--- src/rtl/fetch_unit.sv ---
// Multi-cycle instruction fetch unit.
// Owns the architectural PC and keeps at most one instruction-memory request
// in flight. It holds the fetched word for decode until the core retires it.
// On retire it forms the next PC from the control unit's PC-select.
// A target with address bit 1 set parks the unit in a sticky fault state.
module fetch_unit #(
    parameter logic [31:0] RESET_PC = 32'h0000_0000,
    parameter logic [31:0] NOP_INST = 32'h0000_0013
) (
    input  logic        clk,
    input  logic        rst,
    output logic        imem_req_valid,
    input  logic        imem_req_ready,
    output logic [31:0] imem_req_addr,
    input  logic        imem_resp_valid,
    input  logic [31:0] imem_resp_data,
    output logic        inst_valid,
    output logic [31:0] inst,
    output logic [31:0] inst_pc,
    input  logic        inst_ready,
    input  logic [1:0]  pc_sel,
    input  logic [31:0] imm,
    input  logic [31:0] rs1_val,
    output logic        misaligned_fault
);

    typedef enum logic [1:0] {
        S_REQ   = 2'd0,
        S_WAIT  = 2'd1,
        S_HOLD  = 2'd2,
        S_FAULT = 2'd3
    } fetchStateT;

    localparam logic [1:0] SEL_PC4  = 2'b00;
    localparam logic [1:0] SEL_PCIM = 2'b01;
    localparam logic [1:0] SEL_RS1  = 2'b10;

    fetchStateT  stateReg, stateNext;
    logic [31:0] pcReg, pcNext;
    logic [31:0] instReg, instNext;
    logic [31:0] instPcReg, instPcNext;
    logic        instValidReg, instValidNext;
    logic        faultReg, faultNext;
    logic [31:0] targetPc;

    // Candidate next PC. Only consumed in the retire cycle, so it may be
    // computed unconditionally. The reserved select falls back to PC+4.
    always_comb begin
        targetPc = pcReg + 32'd4;
        case (pc_sel)
            SEL_PC4:  targetPc = pcReg + 32'd4;
            SEL_PCIM: targetPc = pcReg + imm;
            SEL_RS1:  targetPc = (rs1_val + imm) & ~32'h1;
            default:  targetPc = pcReg + 32'd4;
        endcase
    end

    // Next-state and datapath update for the fetch sequence REQ -> WAIT -> HOLD.
    always_comb begin
        stateNext     = stateReg;
        pcNext        = pcReg;
        instNext      = instReg;
        instPcNext    = instPcReg;
        instValidNext = instValidReg;
        faultNext     = faultReg;
        case (stateReg)
            S_REQ: begin
                if (imem_req_ready) begin
                    stateNext = S_WAIT;
                end
            end
            S_WAIT: begin
                if (imem_resp_valid) begin
                    instNext      = imem_resp_data;
                    instPcNext    = pcReg;
                    instValidNext = 1'b1;
                    stateNext     = S_HOLD;
                end
            end
            S_HOLD: begin
                if (inst_ready) begin
                    pcNext        = targetPc;
                    instValidNext = 1'b0;
                    instNext      = NOP_INST;
                    if (targetPc[1]) begin
                        faultNext = 1'b1;
                        stateNext = S_FAULT;
                    end else begin
                        stateNext = S_REQ;
                    end
                end
            end
            S_FAULT: begin
                // Parked until reset; pc keeps the faulting target.
                stateNext = S_FAULT;
            end
            default: begin
                stateNext = S_REQ;
            end
        endcase
    end

    // State and datapath registers; reset drops any in-flight response.
    always_ff @(posedge clk or posedge rst) begin
        if (rst) begin
            stateReg     <= S_REQ;
            pcReg        <= RESET_PC;
            instReg      <= NOP_INST;
            instPcReg    <= 32'h0;
            instValidReg <= 1'b0;
            faultReg     <= 1'b0;
        end else begin
            stateReg     <= stateNext;
            pcReg        <= pcNext;
            instReg      <= instNext;
            instPcReg    <= instPcNext;
            instValidReg <= instValidNext;
            faultReg     <= faultNext;
        end
    end

    // Request is only offered in S_REQ and is suppressed while reset is held.
    always_comb begin
        imem_req_valid   = (stateReg == S_REQ) && !rst;
        imem_req_addr    = pcReg;
        inst_valid       = instValidReg;
        inst             = instReg;
        inst_pc          = instPcReg;
        misaligned_fault = faultReg;
    end

endmodule

--- config.mk ---
export PLATFORM = sky130hd
export DESIGN_NAME = fetch_unit
export DESIGN_NICKNAME = d
export VERILOG_FILES = /design/src/rtl/fetch_unit.sv
export SDC_FILE = /design/constraint.sdc
export NUM_CORES = 1
export LEC_CHECK = 0
export ABC_AREA = 1
export CORE_AREA = 2 2 148 150
export DETAILED_ROUTE_END_ITERATION = 12
export DIE_AREA = 0 0 150 152
export PLACE_DENSITY = 0.72
export SYNTH_ARGS = -nofsm -noshare
export SYNTH_HDL_FRONTEND = slang
export SYNTH_SLANG_ARGS = --single-unit
--- constraint.sdc ---
create_clock -name clk -period 4.1 [get_ports clk]
set_clock_uncertainty 0.1 [all_clocks]
set_input_delay 0.82 -clock clk [delete_from_list [all_inputs] [get_ports clk]]
set_output_delay 0.82 -clock clk [all_outputs]
set_load 0.02 [all_outputs]
### Word-level counts from Yosys, hierarchy flattened

Index checks and enable logic that the tools add are counted.

| operators by class | value |
|---|---|
| add/sub/neg operators | 3 |
| equality and inequality tests | 8 |
| multiplexer cells | 12 |
| reduce and logical (&&, ||, !) cells | 9 |

Operators with widths:

| kind | count |
|---|---|
| 32-bit case mux with 2 select lines | 2 |
| 32-bit adder | 2 |
| 32-bit two-way mux | 2 |
| 32-bit by 3-bit adder with 32-bit output, second input constant | 1 |
| 3-bit AND reduction | 3 |
| 2-bit two-way mux | 4 |
| 2-bit case mux with 4 select lines | 1 |
| 2-bit equality test, second input constant | 3 |
| 2-bit inequality test, second input constant | 3 |
| 2-bit by 1-bit equality test with 1-bit output, second input constant | 2 |
| 2-bit AND reduction | 2 |
| 2-bit zero test | 1 |
| 1-bit two-way mux | 2 |
| 1-bit case mux with 2 select lines | 1 |
| 2-bit nonzero test | 1 |
| 1-bit logical AND | 1 |
| 1-bit zero test | 1 |

| word-level totals | value |
|---|---|
| register bits after elaboration | 100 |
| input bits | 103 |
| word-level logic and storage cells | 38 |

### Logic depth before layout (Yosys ltp)

Gate-level depths: netlist (run 1).

| depth | value |
|---|---|
| depth after elaboration | 5 |
| mapped depth | 18 |

### Worst setup path before layout (run 1)

OpenSTA, ideal clock, no wires.

| timing path | value |
|---|---|
| path type | input to register |
| start | in imm[0] |
| end | reg pcReg[28] (netlist: imem_req_addr[28]) |
| setup time | 0.077 ns |
| arrival | 2.378 ns |
| setup slack | 1.544 ns |
| cell stages on the path | 17 |
| cells stage by stage | ha_1 fa_1 nand2_1 nand2_1 nand2_1 nand2_2 nand2_1 nand2_1 nand2_1 nand2_1 nand2_1 nand2_1 nand2_1 nand3_1 nand2_1 nand2_1 a21oi_1 |

| between the ends | value |
|---|---|
| longest elaborated chain between the ends | 2 |

RTL lines:

| element | RTL line | source |
|---|---|---|
| start: declaration | 22 | `input logic [31:0] imm,` |
| 32-bit adder (on tied branches) | 53, 52 |  |
| 32-bit case mux with 2 select lines * | 50 | `case (pc_sel)` |
| end signal: assignment | 114 | `pcReg <= pcNext;` |
| end: declaration | 39 | `logic [31:0] pcReg, pcNext;` |

Every way passes the cells marked *; elsewhere a longest branch is shown, timed or not.
A chain may end at the register's enable or synchronous reset.

### Worst setup path after layout (run 1)

| timing path | value |
|---|---|
| start | in imm[0] |
| end | reg pcReg[12] (netlist: imem_req_addr[12]) |

Same word-level chain as after synthesis.

==> impl_metrics.json, run 1 <==
{
  "crit_path_frequent_cell": "nand2_1",
  "finalCritPeriodShare": 0.737,
  "crit_path_end": "imem_req_addr[12]$_DFFE_PP0P_",
  "die_area_mm2": 0.0228,
  "drt-initial-drc-count": 800,
  "hold_violations": 0,
  "utilization": 0.566,
  "num-fill-cells": 2132,
  "postCtsSetupBuffers": 0,
  "fin_nets": 1869,
  "rows": 54,
  "die_x_um": 150,
  "crit_required_ns": 4.26,
  "syn_inst": 1510,
  "vias": 10512,
  "period_minus_slack_ns": 3.02,
  "cap_violations": 0,
  "drt-pass1-iter-count": 6,
  "drc": 0,
  "antenna_cells": 0,
  "irDropWorstVdd_v": 0.000268,
  "slew-limit-headroom": 0.587,
  "portBuffers": 201,
  "syn_area_mm2": 0.00946,
  "wl_mm": 32.9,
  "leakage_uw": 0.00618,
  "dp.cells": 1969,
  "die_h_um": 152,
  "holdCritPathClass": "register to register",
  "status": "completed",
  "cts_resized": 0,
  "ctsRootBufferMaster": "clkbuf_16",
  "yosys_warnings": 0,
  "r2r_end": "imem_req_addr[22]$_DFFE_PP0P_",
  "grt_pass1_vias": 9616,
  "syn2layout_area_growth_pct": 27.7,
  "ys_ff_latch": 100,
  "seq_area_frac_synth": 0.265,
  "critical_path.max_fanout": 4,
  "numCtsBuffers": 9,
  "reg2reg_slack_ns": 1.51,
  "cts_tree": "yes",
  "cts_buffer_depth": 2,
  "worst_ep_arrival_time_ns": 3.18,
  "ff2ff_path_depth": 12,
  "rsz0062_at_grt": "false",
  "clkLatencyLatePin_ns": 0.35,
  "synth_edf_count": 0,
  "worstPathCellList": "clkdlybuf4s50_1 > ha_1 > fa_1 > nand2_1 > nand2_1 > nand2_1 > nand2_2 > nand2_1 > nand2_1 > nand2_1 > nand2_1 > a21oi_1 > o21ai_0 > nand2_1 > nand2_1 > a22oi_1",
  "finalWeightedCongestion": 1.02,
  "cts_hold_buf": 0,
  "async_flop_share": 1.00,
  "max_stage_delay_ns": 0.43,
  "grt.total_usage": 0.283,
  "powerDensity_mw_per_mm2": 661,
  "wire_per_inst_um": 16.6,
  "start_kind": "primary input",
  "max_freq_mhz": 331,
  "setup_tns_ns": 0,
  "h-tree-depth": 3,
  "final_cell_area_mm2": 0.0121,
  "overflow": 0,
  "synthFlopType": "dfrtp_1",
  "viasPerCell": 5.30,
  "grt_max_degree": 72,
  "clk_pin_slew_ns": 0.08,
  "ios": 202,
  "cp-end-kind": "register",
  "crit_type": "primary input to register",
  "ys_types": 48,
  "clock_sinks": 100,
  "maxSlewViolCount": 0,
  "layout.cells.non_filler": 1985,
  "placed_area_mm2": 0.0118,
  "antenna_found_initial": 0,
  "initial_core_util": 0.443,
  "worst_pin_slew_ns": 0.615,
  "setup_viol": 0,
  "synth.avg_cell_area_um2": 6.27,
  "syn_nets": 1679,
  "grt_pass1_wl_mm": 51.0,
  "crit_start": "imm[0]",
  "dp_hpwl_mm": 27.3,
  "ant_nets": 0,
  "drive_gt1_frac": 0.0370,
  "slowest_stage": "clkdlybuf4s50_1",
  "total_power_uw": 7980,
  "core-area_mm2": 0.0214,
  "r2r-start": "imem_req_addr[12]$_DFFE_PP0P_"
}
[cells in the final DEF (no fill, tap or decap), types with 19 or more instances in the layout]
cell and n:
inv_1 211, a22o_1 29, a21oi_1 92, clkdlybuf4s50_1 201
nand2_1 520, dfrtp_1 97, nand4_1 19, xor2_1 21
nor2_1 117, nand3_1 93, nor3_1 21, o21ai_0 67
ha_1 64
[layout make-up]
class / count / area, um^2 / share of cell area
clock buffers: 9 / 225 / 0.0186
clock inverters: 7 / 92.6 / 0.00766
inverters: 220 / 828 / 0.0686
multi-input cells: 1159 / 5990 / 0.495
flip-flops and latches: 100 / 2510 / 0.207
well taps: 280 / 350 / 0.0290
repair buffers: 210 / 2090 / 0.173
[report_power, final]
group          switching [uW]  internal, uW  total [uW]
Sequential                584          1470        2060
Clock                     417           490         907
Combinational            3000          2030        5020
[cell families (layout without fill, tap and decap cells)]
group / after synthesis / in the layout / share of synthesized area
AND/OR/NAND/NOR: 825 / 825 / 0.367
AO/OA/AOI/OAI: 243 / 243 / 0.153
buffers and inverters: 251 / 446 / 0.103
XOR/XNOR: 25 / 25 / 0.0231
adder cells (fa/ha/maj): 66 / 66 / 0.0889
flip-flops: 100 / 100 / 0.265
[per-stage QoR]
stage	setup WS (ns)	hold slack [ns]
3_5_place_dp	0.771	0.350
3_3_place_gp	0.789	0.346
4_1_cts	1.10	0.370
5_1_grt	0.846	0.405
2_1_floorplan	0.566	0.466
6_report	1.08	0.366
[synthesized netlist by cell type (9+ instances only)]
library cell / number / share of area
dfrtp_1: 97 / 0.26
nor2_1: 118 / 0.047
clkbuf_1: 16 / 0.0063
a22o_1: 29 / 0.027
a21boi_1: 9 / 0.0071
inv_1: 212 / 0.084
a21oi_1: 92 / 0.049
nand4_1: 19 / 0.013
nand3b_1: 11 / 0.0087
o21ai_0: 67 / 0.035
o21bai_1: 11 / 0.0087
xor2_1: 21 / 0.019
nor3_1: 21 / 0.011
ha_1: 64 / 0.085
nand2_1: 520 / 0.21
nand3_1: 93 / 0.049
[critical path: cells and delay by family]
| family | cells | cell delay [ns] |
|---|---|---|
| AOI/OAI and AO/OA | 3 | 0.36 |
| and+or+nand+nor | 10 | 0.91 |
| adders and majority gates | 2 | 0.67 |
| buffers and inverters | 1 | 0.43 |
[worst min-delay path by stage]
stage	startpoint	endpoint	depth (start not counted)	slack, ns
floorplan	inst[0]$_DFFE_PP1P_	inst[0]$_DFFE_PP1P_	1	0.47
global placement	misaligned_fault$_DFFE_PP0P_	misaligned_fault$_DFFE_PP0P_	2	0.35
detailed placement	misaligned_fault$_DFFE_PP0P_	misaligned_fault$_DFFE_PP0P_	2	0.35
CTS	misaligned_fault$_DFFE_PP0P_	misaligned_fault$_DFFE_PP0P_	2	0.37
global route	inst_pc[16]$_DFFE_PP0P_	inst_pc[16]$_DFFE_PP0P_	2	0.41
finish	misaligned_fault$_DFFE_PP0P_	misaligned_fault$_DFFE_PP0P_	2	0.37
[registers in the layout, summed over array words and instances, names as in the netlist]
name	flops
inst	32
inst_valid	1
misaligned_fault	1
stateReg	2
imem_req_addr	32
inst_pc	32
[per-layer routing]
| layer | share of wire | track usage |
|---|---|---|
| met5 | 0 | 0 |
| met4 | 0.029 | 0.0840 |
| met3 | 0.083 | 0.0345 |
| met2 | 0.45 | 0.459 |
| met1 | 0.44 | 0.394 |
Note: power is estimated with default switching activity, not from simulation.
==> inputs of run 2 (changes only) <==
clock period = 3.03 ns   (was 4.1 ns; I/O delays follow)
==> impl_metrics.json, run 2 (synthesis results as in run 1) <==
{
  "status": "completed",
  "crit_required_ns": 3.21,
  "drt-initial-drc-count": 819,
  "cp-end-kind": "register",
  "multi_input_area_mm2": 0.00599,
  "die_area_mm2": 0.0228,
  "cts_tree": "yes",
  "dp_hpwl_mm": 27.7,
  "h-tree-depth": 3,
  "worst_ep_arrival_time_ns": 2.97,
  "setup_viol": 0,
  "slew-limit-headroom": 0.412,
  "grt.total_usage": 0.287,
  "die_h_um": 152,
  "cts_buffer_depth": 2,
  "portBuffers": 201,
  "crit_type": "primary input to register",
  "period_minus_slack_ns": 2.79,
  "ctsRootBufferMaster": "clkbuf_16",
  "rows": 54,
  "ant_nets": 0,
  "holdCritPathClass": "register to register",
  "core-area_mm2": 0.0214,
  "rsz0062_at_grt": "false",
  "clock_sinks": 100,
  "worst_pin_slew_ns": 0.873,
  "grt_max_degree": 69,
  "hold_violations": 0,
  "drt-pass1-iter-count": 5,
  "met2_usage": 0.469,
  "irDropWorstVdd_v": 0.000357,
  "cts_hold_buf": 0,
  "use_met3": 0.0324,
  "drive_gt1_frac": 0.0596,
  "wl_mm": 33.1,
  "cap_violations": 0,
  "drc": 0,
  "overflow": 0,
  "grt_use_met1": 0.397,
  "powerDensity_mw_per_mm2": 895,
  "utilization": 0.581,
  "wire_per_inst_um": 16.4,
  "postCtsSetupBuffers": 0,
  "layout.cells.non_filler": 2026,
  "max_freq_mhz": 358,
  "ios": 202,
  "viasPerCell": 5.30,
  "vias": 10745,
  "clk_pin_slew_ns": 0.07,
  "cts_resized": 0,
  "maxSlewViolCount": 0,
  "finalCritPeriodShare": 0.921,
  "die_x_um": 150,
  "antenna_found_initial": 0,
  "dp.cells": 2010,
  "fin_nets": 1910,
  "setup_tns_ns": 0,
  "antenna_cells": 0,
  "mostFrequentLayoutCells": "nand2_1 (520), inv_1 (211), clkdlybuf4s50_1 (201)",
  "register_area_mm2": 0.00251,
  "grt_pass1_wl_mm": 51.9,
  "grt_pass1_vias": 10067,
  "total_power_uw": 11100,
  "numCtsBuffers": 9,
  "critical_path.max_fanout": 4,
  "clkLatencyLatePin_ns": 0.35,
  "busiest_layer": "met2",
  "leakage_uw": 0.00639,
  "num-fill-cells": 2094,
  "start_kind": "primary input",
  "final_common_cell": "nand2_1",
  "finalWeightedCongestion": 0.976,
  "syn2layout_area_growth_pct": 31.2,
  "initial_core_util": 0.443
}
[run 2: cell count changes in the layout (fill, tap and decap cells not counted), sizes merged]
cell and change:
bufinv +1, inv -1, buf +41, clkinvlp +1, clkinv -1
[run 2: worst paths after layout]
| path | startpoint | cells past startpoint | slack [ns] | end |
|---|---|---|---|---|
| worst min-delay path | misaligned_fault$_DFFE_PP0P_ | 2 | 0.37 | misaligned_fault$_DFFE_PP0P_ |
| min in group asynchronous | rst | 2 | 0.51 | inst[13]$_DFFE_PP0P_ |
| worst max-delay path | imm[0] | 16 | 0.24 | imem_req_addr[22]$_DFFE_PP0P_ |
| worst max register to register | imem_req_addr[12]$_DFFE_PP0P_ | 14 | 0.45 | imem_req_addr[22]$_DFFE_PP0P_ |
| worst min register to register | misaligned_fault$_DFFE_PP0P_ | 2 | 0.37 | misaligned_fault$_DFFE_PP0P_ |
| max in group asynchronous | rst | 3 | 1.69 | inst[0]$_DFFE_PP1P_ |
[run 2: power by group]
part           internal, uW  leakage (uW)  switching (uW)
clock network           739      0.000164             543
logic                  2930       0.00501            4190
registers              1990       0.00122             725
[run 2: cell type report]
cell class                 instances  share of cell area
timing repair buffer             251               0.194
clock inverter                     7             0.00847
inverter                         220              0.0668
clock buffer                       9              0.0181
tap                              280              0.0282
sequential                       100               0.202
multi-input combinational       1159               0.482
[run 2: worst max-delay path, stage by stage]
cell             delay, ns
clkdlybuf4s50_1       0.42
ha_1                  0.23
fa_1                  0.40
nand2_1               0.14
nand3_1               0.09
nand3_1               0.08
nand2_1               0.11
nand2_1               0.08
nand2_1               0.16
nand2_1               0.10
nand2_1               0.07
nand2_1               0.06
nand2_1               0.05
o21ai_1               0.18
nand2_1               0.07
a21oi_1               0.12
[run 2: through the flow]
stage	area, um^2	hold WS [ns]	setup slack (ns)
global placement	12100	0.350	-0.0346
floorplan	9460	0.466	0.688
global route	12400	0.405	0.00798
finish	12400	0.370	0.238
detailed placement	12100	0.354	-0.0918
CTS	12400	0.371	0.265
[run 2: metal layers]
layer	part of all wire	wire, um
met2	0.45	14900
met1	0.44	14700
met3	0.076	2520
met5	0	0
met4	0.030	990
